$ cat src/rtl/align_shifter_pkg.sv
// Shared definitions for the FMA alignment front end.
//   MANT_W       : significand width, hidden bit included
//   EXT_W        : extended mantissa width {significand, G, R, S}
//   G/R/S_BIT    : positions of guard, round and sticky in the extended mantissa
//   CNT_W        : width of the remaining-shift counter (holds 0..EXT_W)
//   align_state_t: control states of the iterative shifter
package align_shifter_pkg;

  localparam int MANT_W = 24;
  localparam int EXT_W  = MANT_W + 3;
  localparam int G_BIT  = 2;
  localparam int R_BIT  = 1;
  localparam int S_BIT  = 0;
  localparam int CNT_W  = $clog2(EXT_W + 1);

  typedef enum logic [1:0] {
    IDLE,
    SHIFT,
    DONE
  } align_state_t;

endpackage

$ cat src/rtl/align_shifter_sticky_shift_step.sv
// One combinational step of the sticky right shift (sticky_shift_step).
//   din  : EXT_W-bit extended mantissa, bit0 already holds accumulated sticky
//   amt  : shift amount 0..STEP
//   dout : din >> amt, with bit0 = OR of din[amt:0]
module align_shifter_sticky_shift_step
  import align_shifter_pkg::*;
#(
  parameter  int STEP  = 4,
  localparam int AMT_W = $clog2(STEP + 1)
) (
  input  logic [EXT_W-1:0] din,
  input  logic [AMT_W-1:0] amt,
  output logic [EXT_W-1:0] dout
);

  logic sticky;

  // NOTE: every signal written here gets a value before any branch, so no
  // path leaves it unassigned and no latch is inferred.
  always_comb begin
    dout   = din >> amt;
    sticky = 1'b0;
    // Bits [amt-1:0] fall off the end; bit amt lands in bit0. The old bit0
    // is already sticky, so all of din[amt:0] fold into the new sticky.
    for (int i = 0; i < EXT_W; i++) begin
      if (i <= int'(amt)) sticky = sticky | din[i];
    end
    dout[S_BIT] = sticky;
  end

endmodule

$ cat src/rtl/align_shifter.sv
// Iterative alignment shifter in front of the FMA rounder.
// Right-shifts a 24-bit significand by min(shamt, 27) into the 27-bit
// {significand, G, R, S} format, at most STEP bits per cycle.
//   clk, rst            : clock, synchronous active-high reset
//   in_valid/in_ready   : request handshake (ready only in IDLE)
//   m_in, shamt, e_in   : significand, shift amount, exponent tag
//   out_valid/out_ready : result handshake (valid only in DONE)
//   m_out, e_out        : aligned extended mantissa, registered exponent tag
//   busy                : a request is in flight
module align_shifter
  import align_shifter_pkg::*;
#(
  parameter int STEP = 4,
  parameter int SH_W = 8
) (
  input  logic              clk,
  input  logic              rst,
  input  logic              in_valid,
  output logic              in_ready,
  input  logic [MANT_W-1:0] m_in,
  input  logic [SH_W-1:0]   shamt,
  input  logic [7:0]        e_in,
  output logic              out_valid,
  input  logic              out_ready,
  output logic [EXT_W-1:0]  m_out,
  output logic [7:0]        e_out,
  output logic              busy
);

  localparam int AMT_W = $clog2(STEP + 1);

  align_state_t     state, state_next;
  logic [EXT_W-1:0] acc, step_in, step_out;
  logic [CNT_W-1:0] cnt, n_sat, remain, cnt_next;
  logic [AMT_W-1:0] amt;
  logic [7:0]       e_q;
  logic             accept;

  // Anything shifted 27 or more places leaves only sticky, so saturate.
  always_comb begin
    if (32'(shamt) >= 32'(EXT_W)) n_sat = CNT_W'(EXT_W);
    else                          n_sat = CNT_W'(shamt);
  end

  assign accept = in_valid && (state == IDLE);

  // The first step is applied to the incoming value in the accept cycle, so
  // a request needing at most STEP bits is ready one cycle later and each
  // further STEP bits cost one SHIFT cycle.
  assign remain   = (state == IDLE) ? n_sat : cnt;
  assign step_in  = (state == IDLE) ? {m_in, {(EXT_W - MANT_W){1'b0}}} : acc;
  assign amt      = (32'(remain) > STEP) ? AMT_W'(STEP) : AMT_W'(remain);
  assign cnt_next = remain - CNT_W'(amt);

  align_shifter_sticky_shift_step #(.STEP(STEP)) u_step (
    .din  (step_in),
    .amt  (amt),
    .dout (step_out)
  );

  always_comb begin
    state_next = state;
    in_ready   = 1'b0;
    out_valid  = 1'b0;
    busy       = 1'b1;
    case (state)
      IDLE: begin
        in_ready = 1'b1;
        busy     = 1'b0;
        if (in_valid) state_next = (cnt_next == '0) ? DONE : SHIFT;
      end
      SHIFT: begin
        if (cnt_next == '0) state_next = DONE;
      end
      DONE: begin
        out_valid = 1'b1;
        if (out_ready) state_next = IDLE;
      end
      default: state_next = IDLE;
    endcase
  end

  // NOTE: the datapath registers are reset along with the FSM so m_out and
  // e_out read as zero after reset instead of holding stale data.
  always_ff @(posedge clk) begin
    // NOTE: non-blocking assignments so every register samples pre-edge
    // values regardless of statement order.
    if (rst) begin
      state <= IDLE;
      acc   <= '0;
      cnt   <= '0;
      e_q   <= '0;
    end else begin
      state <= state_next;
      if (accept || state == SHIFT) begin
        acc <= step_out;
        cnt <= cnt_next;
      end
      if (accept) e_q <= e_in;
    end
  end

  assign m_out = acc;
  assign e_out = e_q;

endmodule

$ cat config.mk
export PLATFORM = sky130hd
export DESIGN_NAME = align_shifter
export DESIGN_NICKNAME = d
export VERILOG_FILES = /design/src/rtl/align_shifter_pkg.sv /design/src/rtl/align_shifter_sticky_shift_step.sv /design/src/rtl/align_shifter.sv
export SDC_FILE = /design/constraint.sdc
export NUM_CORES = 1
export LEC_CHECK = 0
export CORE_MARGIN = 3
export CORE_UTILIZATION = 25
export DETAILED_ROUTE_END_ITERATION = 10
export SLEW_MARGIN = 10
export SYNTH_ARGS = -nofsm -noshare
export SYNTH_HDL_FRONTEND = slang
export SYNTH_SLANG_ARGS = --single-unit
$ cat constraint.sdc
create_clock -name clk -period 8.8 [get_ports clk]
set_input_delay 1.76 -clock clk [delete_from_list [all_inputs] [get_ports clk]]
set_output_delay 1.76 -clock clk [all_outputs]
set_load 0.02 [all_outputs]
==> flow_summary.ini, run 1 <==
[place]
placed_cells = 655
io_buffers = 81
dp_hpwl_um = 9020
routabilityCongestion = 0.964

[yosys]
syn_area_per_cell_um2 = 7.76
async_flop_share = 0
seq_area_frac_synth = 0.251
synth.distinct_cells = 73
synth_top_area_cell = dfxtp_1
syn_nets = 476
synth_ff_type = dfxtp_1
synth-seq-cells = 42
yosysTopAreaCellShare = 0.251
synth_area_um2 = 3340
synth_common_cells = nand2_1, dfxtp_1, nor2_1
yosysMostFrequentCell = nand2_1
netlist_top_cells_area = dfxtp_1, nand2_1, mux2i_1
yosys_warnings = 0
synth_edf_count = 0
synthCells = 431

[run_status]
status = complete, no violations

[critical_path]
cpMaxStageDelayCell = nand2_1
crit_path_start_kind = input port
slowest_delay_ns = 0.74
worstPathCellList = clkdlybuf4s50_1, nor3_2, a41oi_2, nand2_1, nand2_1, ha_1, o21a_1, o21ai_0, a31oi_1, or4_1, o21ai_1
critPathRequiredTime_ns = 9.01
crit_arrival_ns = 5.31
rrSetupSlack_ns = 4.41
worstSetupPathType = in2reg
crit_path_end_kind = flip-flop
cpMostUsedCell = nand2_1
path_max_fanout = 24

[clock_tree]
clkLatencyLatePin_ns = 0.28
postCtsHoldBufs = 0
cts_resized = 0
cts.path.max_buffers = 2
cts.clk_slew.worst_paths_ns = 0.06
htree_levels = 2
cts-root-buf = clkbuf_16
cts_tree = done
cts_sinks = 42
cts_setup_buffers = 0
cts-buffers-inserted = 5

[routing]
first_pass_iters = 7
drt_iter0_drc = 541
vias = 3876
wl_per_cell_um = 19.3
drt_wl_total_um = 12800
drtAntennaViolNets = 0
drc_errors = 0
via_per_inst = 5.85

[die]
die_h_um = 122
num_io_pins = 82
rows = 41
initial_utilization = 0.261
die-area_um2 = 14800
die_x_um = 122
coreArea_um2 = 12800

[timing]
tightest_slew_ns = 1.14
fin_tns_setup_ns = 0
min_period_ns = 5.09
rsz0062_at_grt = no
hold_viol_final = 0
slew_violations = 0
fmax_mhz = 196
setup_viol = 0
slew_headroom = 0.240
post-route-period-util = 0.579
finClkSkew_ns = 0.00617

[global_route]
grt_pass1_wl_um = 19800
grt_pass1_vias = 3657
antenna_found_initial = 0
grt_remaining_overflow = 0
grt_start_max_net_pins = 54
grt_usage = 0.166

[power]
powerDensity_nw_per_um2 = 164
p_leak_nw = 1.60
total_power_w = 0.000719
max-vdd-ir-drop_v = 0.0000633

[min_path]
min_path_type = reg2reg

[cells_and_area]
area_growth_pct = 30.9
final_cells = 663
nets = 535
antenna-diode-count = 0
drive_above_1_share = 0.0672

[run]
maxCapViolations = 0
## state kept, by name (all words and copies together) (netlist names)
| register | cells |
|---|---|
| cnt | 5 |
| e_out | 8 |
| m_out | 27 |
| state | 2 |
## placed cells by master (no fill, tap or decap), types with 4 or more instances in the layout
cell,netlist,routed
a211oi_1,5,5
a21oi_1,22,22
a221oi_1,7,7
a221oi_2,4,4
a22o_1,6,6
a22oi_1,5,5
a311oi_1,5,5
a31oi_1,6,6
a32o_1,8,8
and3_1,4,4
buf_4,2,7
clkbuf_16,0,5
clkdlybuf4s50_1,0,81
dfxtp_1,42,42
inv_1,12,12
mux2i_1,21,21
nand2_1,67,67
nand2b_1,4,4
nand3_1,10,10
nor2_1,34,34
nor3_1,12,12
nor3_2,4,4
nor4_1,5,5
o211ai_1,5,5
o21ai_0,16,16
o21bai_1,4,4
o221ai_1,4,4
o22a_1,4,4
o22ai_1,5,5
o31ai_1,7,7
or3_1,4,4
## per-stage QoR
stage               hold slack, ns  worst slack (ns)  instance area (µm²)   util
finish                       0.457              3.71                 4380  0.341
global route                 0.472              3.40                 4380  0.341
CTS                          0.461              3.73                 4380  0.341
detailed placement           0.453              3.46                 4230  0.330
global placement             0.444              3.61                 4230  0.330
floorplan                    0.482              4.55                 3340      -
## layer usage
| metal | global-route usage | vias to the layer above | part of all wire |
|---|---|---|---|
| met5 | 0 | - | 0 |
| met4 | 0.0581 | 0 | 0.019 |
| met3 | 0.0311 | 21 | 0.089 |
| met2 | 0.261 | 227 | 0.46 |
| met1 | 0.228 | 1847 | 0.43 |
| li1 | - | 1781 | - |
## layout make-up
class | count | area, µm²
sequential | 42 | 841
multi-input combinational | 340 | 2260
clock inverter | 1 | 5.00
fill | 1341 | 8450
timing repair buffer | 88 | 863
clock buffer | 7 | 143
tap | 172 | 215
inverter | 13 | 48.8
## cells by family after synthesis
group | count (synthesis) | synth area share
and+or+nand+nor | 159 | 0.226
DFF | 42 | 0.251
muxes | 23 | 0.0696
AOI/OAI and AO/OA | 156 | 0.376
adders and majority gates | 1 | 0.00374
other | 1 | 0.00112
buffers and inverters | 49 | 0.0722
## power breakdown
| part | switching (W) | internal, W | total (W) |
|---|---|---|---|
| combinational | 0.000166 | 0.000124 | 0.000290 |
| clock | 0.0000774 | 0.000113 | 0.000190 |
| sequential | 0.0000283 | 0.000211 | 0.000239 |
## path summary, 6_finish.rpt
| kind | startpoint | endpoint | cells after the start |
|---|---|---|---|
| min | e_out[6]$_SDFFE_PP0P_ | e_out[6]$_SDFFE_PP0P_ | 2 |
| max | shamt[5] | state[1]$_SDFFE_PP0P_ | 11 |
| min reg2reg | e_out[6]$_SDFFE_PP0P_ | e_out[6]$_SDFFE_PP0P_ | 2 |
| max reg2reg | state[0]$_SDFFE_PP0P_ | state[1]$_SDFFE_PP0P_ | 13 |
## worst max-delay path: cells and delay by family
family          cells  cell delay (ns)
compound gates      5             0.98
buf+inv             1             0.43
fa+ha+maj           1             0.31
simple gates        4             1.82
No activity file was read; power rests on OpenSTA's default activity.
==> run 2: changes to the inputs <==
==> constraint.sdc (replaced) <==
create_clock -name clk -period 4.23 [get_ports clk]
set_input_delay 0.846 -clock clk [delete_from_list [all_inputs] [get_ports clk]]
set_output_delay 0.846 -clock clk [all_outputs]
set_load 0.02 [all_outputs]
==> run 2 against run 1 <==
- die area stayed put
- sequential share of layout area decreased by 0.51 points
- critical path depth decreased by 4
- combinational power grew 110%
- global-route usage is 0.86 points higher
==> flow_summary.ini, run 2 (same netlist as run 1, synthesis figures left out) <==
[global_route]
globalRouteMet3Util = 0.0399
grtUsageMet2 = 0.270
grt_usage = 0.175
gr-usage-met1 = 0.237
grt_pass1_vias = 3756
antenna_found_initial = 0
busiest_layer = met2
grt_start_max_net_pins = 35
grt_remaining_overflow = 0
grt_pass1_wl_um = 20700

[power]
p_int_w = 0.00106
powerDensity_nw_per_um2 = 365
p_sw_w = 0.000583
swShare = 0.355
pwr-share-comb = 0.376
total_power_w = 0.00164
seqPwrFrac = 0.303
max-vdd-ir-drop_v = 0.000165
p_leak_nw = 1.66
p_clk_frac = 0.321

[cells_and_area]
area_growth_pct = 34.5
regArea_um2 = 841
drive_above_1_share = 0.0860
fillers = 1323
antenna-diode-count = 0
layout.cells.most_common = clkdlybuf4s50_1
nets = 544
layout_common_cells = clkdlybuf4s50_1, nand2_1, dfxtp_1
largest_reg_flops = 27
multiInputGateArea_um2 = 2260

[clock_tree]
cts.clk_slew.worst_paths_ns = 0.07
cts_setup_buffers = 0
clkLatencyLatePin_ns = 0.29
cts-root-buf = clkbuf_16
cts_resized = 0
postCtsHoldBufs = 0
cts.path.max_buffers = 2
cts_tree = done
htree_levels = 2
cts_sinks = 42
cts-buffers-inserted = 5

[routing]
drc_errors = 0
vias = 3969
wl_per_cell_um = 19.7
via_per_inst = 5.91
drt_wl_total_um = 13300
drtAntennaViolNets = 0
drt_iter0_drc = 513
first_pass_iters = 7

[timing]
post-route-period-util = 0.785
min_period_ns = 3.32
tightest_slew_ns = 1.07
rsz0062_at_grt = no
hold_viol_final = 0
slew_headroom = 0.287
fmax_mhz = 301
setup_viol = 0
whs_ns = 0.459
slew_violations = 0
finClkSkew_ns = 0.00738
fin_tns_setup_ns = 0

[die]
die_h_um = 122
initial_utilization = 0.261
die_x_um = 122
coreArea_um2 = 12800
num_io_pins = 82
rows = 41
die-area_um2 = 14800

[place]
dp_hpwl_um = 9340
routabilityCongestion = 0.969
io_buffers = 81

[min_path]
min_path_type = reg2reg

[critical_path]
cp_top_family = compound AO/OA/AOI/OAI gates
path_max_fanout = 20
crit_buf_inv = 2
crit_path_end_kind = flip-flop
crit_arrival_ns = 3.51
crit_path_start_kind = input port
slowest_delay_ns = 0.80
cpMaxStageDelayCell = o41a_1
critPathRequiredTime_ns = 4.42
worstSetupPathType = in2reg
worstPathCellList = clkdlybuf4s50_1, and3_1, buf_4, o41a_1, a221oi_1, a221o_1, a22o_1

[run]
maxCapViolations = 0

[run_status]
status = complete, no violations
## run 2: path summary, 6_finish.rpt
| kind | start | end | slack [ns] | cells past startpoint |
|---|---|---|---|---|
| setup / recovery | shamt[3] | m_out[8]$_SDFFE_PP0P_ | 0.91 | 7 |
| hold / removal | e_out[5]$_SDFFE_PP0P_ | e_out[5]$_SDFFE_PP0P_ | 0.46 | 2 |
| setup reg to reg | state[1]$_SDFFE_PP0P_ | state[1]$_SDFFE_PP0P_ | 1.02 | 11 |
| hold reg to reg | e_out[5]$_SDFFE_PP0P_ | e_out[5]$_SDFFE_PP0P_ | 0.46 | 2 |
## run 2: power by group through the flow
stage          sequential [W]  combinational (W)  clock (W)
4_1_cts              0.000496           0.000609   0.000533
6_report             0.000497           0.000617   0.000526
3_5_place_dp         0.000504           0.000606          0
3_3_place_gp         0.000503           0.000604          0
2_1_floorplan        0.000525           0.000354          0
5_1_grt              0.000503           0.000662   0.000549
## run 2: worst register-to-register path, stage by stage (launching register included)
cell and delay, ns:
dfxtp_1 0.45, or2_1 0.30, inv_2 0.40, a41oi_2 0.37
nand2_1 0.18, nand2_1 0.07, ha_1 0.27, o21a_1 0.19
o21ai_0 0.19, a31oi_1 0.16, or4_1 0.43, o21ai_1 0.13
## run 2: layer usage
| metal | up-vias | wire (µm) | share of wire |
|---|---|---|---|
| met5 | - | 0 | 0 |
| met4 | 0 | 332 | 0.025 |
| met3 | 33 | 1310 | 0.099 |
| met2 | 243 | 5970 | 0.45 |
| met1 | 1887 | 5650 | 0.43 |
| li1 | 1806 | - | - |
## run 2: metrics by stage
stage                      util  area [µm²]  instances  setup slack [ns]
after floorplan               -        3340        431             0.890
after detailed placement  0.335        4300        664             0.642
after global placement    0.335        4300        664             0.718
final                     0.351        4500        672             0.910
after global routing      0.351        4500        672             0.776
after CTS                 0.351        4500        672             0.948
## run 2: layout make-up
class,count,area share
multi-input cells,340,0.503
repair buffers,97,0.207
flip-flops and latches,42,0.187
well taps,172,0.0479
clock buffers,6,0.0309
clock inverters,2,0.0134
inverters,13,0.0109
==> run 3: changes to the inputs <==
==> constraint.sdc (replaced) <==
create_clock -name clk -period 3.46 [get_ports clk]
set_input_delay 0.692 -clock clk [delete_from_list [all_inputs] [get_ports clk]]
set_output_delay 0.692 -clock clk [all_outputs]
set_load 0.02 [all_outputs]
==> run 3 against run 2 <==
- clock skew up 0.0021 ns
- cell area up 2.1%
- global-route usage rose by 0.17 points
- routed wire length up 0.85%
- clock-buffer cell count did not move
- core utilization rose by 0.74 points
- flip-flop and latch count is the same
- first-iteration DRC count decreased by 29%
- hold slack got worse by 0.00090 ns
- sequential power rose by 22%
- critical path depth is 5 higher
- critical path type unchanged
- highest routed layer unchanged
==> flow_summary.ini, run 3 (same netlist as run 1, synthesis figures left out) <==
[clock_tree]
cts_setup_buffers = 0
cts-root-buf = clkbuf_16
cts_tree = done
cts.clk_slew.worst_paths_ns = 0.06
cts_sinks = 42
clkLatencyLatePin_ns = 0.29
postCtsHoldBufs = 0
cts-buffers-inserted = 5
cts.path.max_buffers = 2
htree_levels = 2
cts_resized = 0

[critical_path]
crit_path_end_kind = flip-flop
path_max_fanout = 9
crit_arrival_ns = 3.15
worstSetupPathType = in2reg
rr_worst_depth = 9
critPathRequiredTime_ns = 3.68
rrSetupSlack_ns = 0.75
crit_path_start_kind = input port
r2r-end = state[1]$_SDFFE_PP0P_
r2r_start = cnt[1]$_SDFFE_PP0P_
startpoint = shamt[5]
worstSetupEndpoint = state[1]$_SDFFE_PP0P_

[die]
rows = 41
initial_utilization = 0.261
num_io_pins = 82
coreArea_um2 = 12800
die_x_um = 122
die-area_um2 = 14800
die_h_um = 122

[routing]
drt_wl_total_um = 13400
drtAntennaViolNets = 0
via_per_inst = 5.80
drc_errors = 0
drt_iter0_drc = 366
wl_per_cell_um = 19.6
first_pass_iters = 5
vias = 3963

[cells_and_area]
antenna-diode-count = 0
largest_reg_flops = 27
drive_above_1_share = 0.106
nets = 555
layout.cells.most_common = clkdlybuf4s50_1
area_growth_pct = 37.3
layout_common_cells = clkdlybuf4s50_1, nand2_1, dfxtp_1

[timing]
tightest_slew_ns = 1.09
setup_viol = 0
finClkSkew_ns = 0.00946
post-route-period-util = 0.846
slew_violations = 0
hold_viol_final = 0
min_period_ns = 2.93
fmax_mhz = 341
fin_tns_setup_ns = 0
rsz0062_at_grt = no
slew_headroom = 0.275

[global_route]
grt_start_max_net_pins = 42
grt_remaining_overflow = 0
grt_usage = 0.176
antenna_found_initial = 0
grt_pass1_wl_um = 20800
grt_pass1_vias = 3760

[power]
p_leak_nw = 1.72
powerDensity_nw_per_um2 = 441
total_power_w = 0.00202
max-vdd-ir-drop_v = 0.000176

[place]
dp_hpwl_um = 9610
io_buffers = 81
routabilityCongestion = 0.898

[min_path]
min_path_type = reg2reg
min_path_cells = 2

[run_status]
status = complete, no violations

[run]
maxCapViolations = 0
==> run 3: changes by cell type in the layout (fill, tap and decap cells not counted), sizes merged <==
cell and delta:
buf +11
==> run 3: layout make-up <==
class	count	area, µm²
fillers	1361	8230
repair buffers	108	1030
clock inverters	2	60.1
well taps	172	215
clock buffers	6	139
flip-flops and latches	42	841
inverters	13	48.8
multi-input cells	340	2260
==> run 3: metal layers <==
metal	share of wire	wire, µm	global-route usage
met1	0.45	6090	0.260
met2	0.45	6050	0.274
met3	0.076	1020	0.0227
met4	0.016	217	0.0413
met5	0	0	0
==> run 3: how the worst min path moves through the flow <==
| stage | from | to | slack [ns] |
|---|---|---|---|
| after CTS | e_out[1]$_SDFFE_PP0P_ | e_out[1]$_SDFFE_PP0P_ | 0.46 |
| after global placement | e_out[1]$_SDFFE_PP0P_ | e_out[1]$_SDFFE_PP0P_ | 0.44 |
| after floorplan | cnt[2]$_SDFFE_PP0P_ | cnt[2]$_SDFFE_PP0P_ | 0.48 |
| after global routing | e_out[6]$_SDFFE_PP0P_ | e_out[6]$_SDFFE_PP0P_ | 0.48 |
| final | e_out[6]$_SDFFE_PP0P_ | e_out[6]$_SDFFE_PP0P_ | 0.46 |
| after detailed placement | e_out[2]$_SDFFE_PP0P_ | e_out[2]$_SDFFE_PP0P_ | 0.45 |
==> run 3: worst max-delay path: stages <==
cell	delay (ns)
clkdlybuf4s50_1	0.45
nor3_2	0.19
buf_4	0.19
a41oi_2	0.15
nand2_1	0.11
nand2_1	0.06
ha_1	0.26
o21a_1	0.19
o21ai_0	0.14
a31oi_1	0.15
or4_1	0.43
o21ai_1	0.14
==> run 3: where the power goes <==
| group | switching [W] | leakage (nW) | internal, W | total, W |
|---|---|---|---|---|
| combinational | 0.000438 | 1.28 | 0.000338 | 0.000776 |
| clock | 0.000207 | 0.0971 | 0.000434 | 0.000640 |
| sequential | 0.0000715 | 0.346 | 0.000536 | 0.000608 |
| total | 0.000716 | 1.72 | 0.00131 | 0.00202 |
==> run 3: metrics by stage <==
step | utilization | setup WS [ns] | area [µm²] | hold WS, ns | instances
3_3_place_gp | 0.342 | 0.363 | 4390 | 0.443 | 675
6_report | 0.358 | 0.531 | 4590 | 0.458 | 683
2_1_floorplan | - | 0.274 | 3340 | 0.482 | 431
3_5_place_dp | 0.342 | 0.266 | 4390 | 0.451 | 675
5_1_grt | 0.358 | 0.353 | 4590 | 0.476 | 683
4_1_cts | 0.358 | 0.530 | 4590 | 0.462 | 683
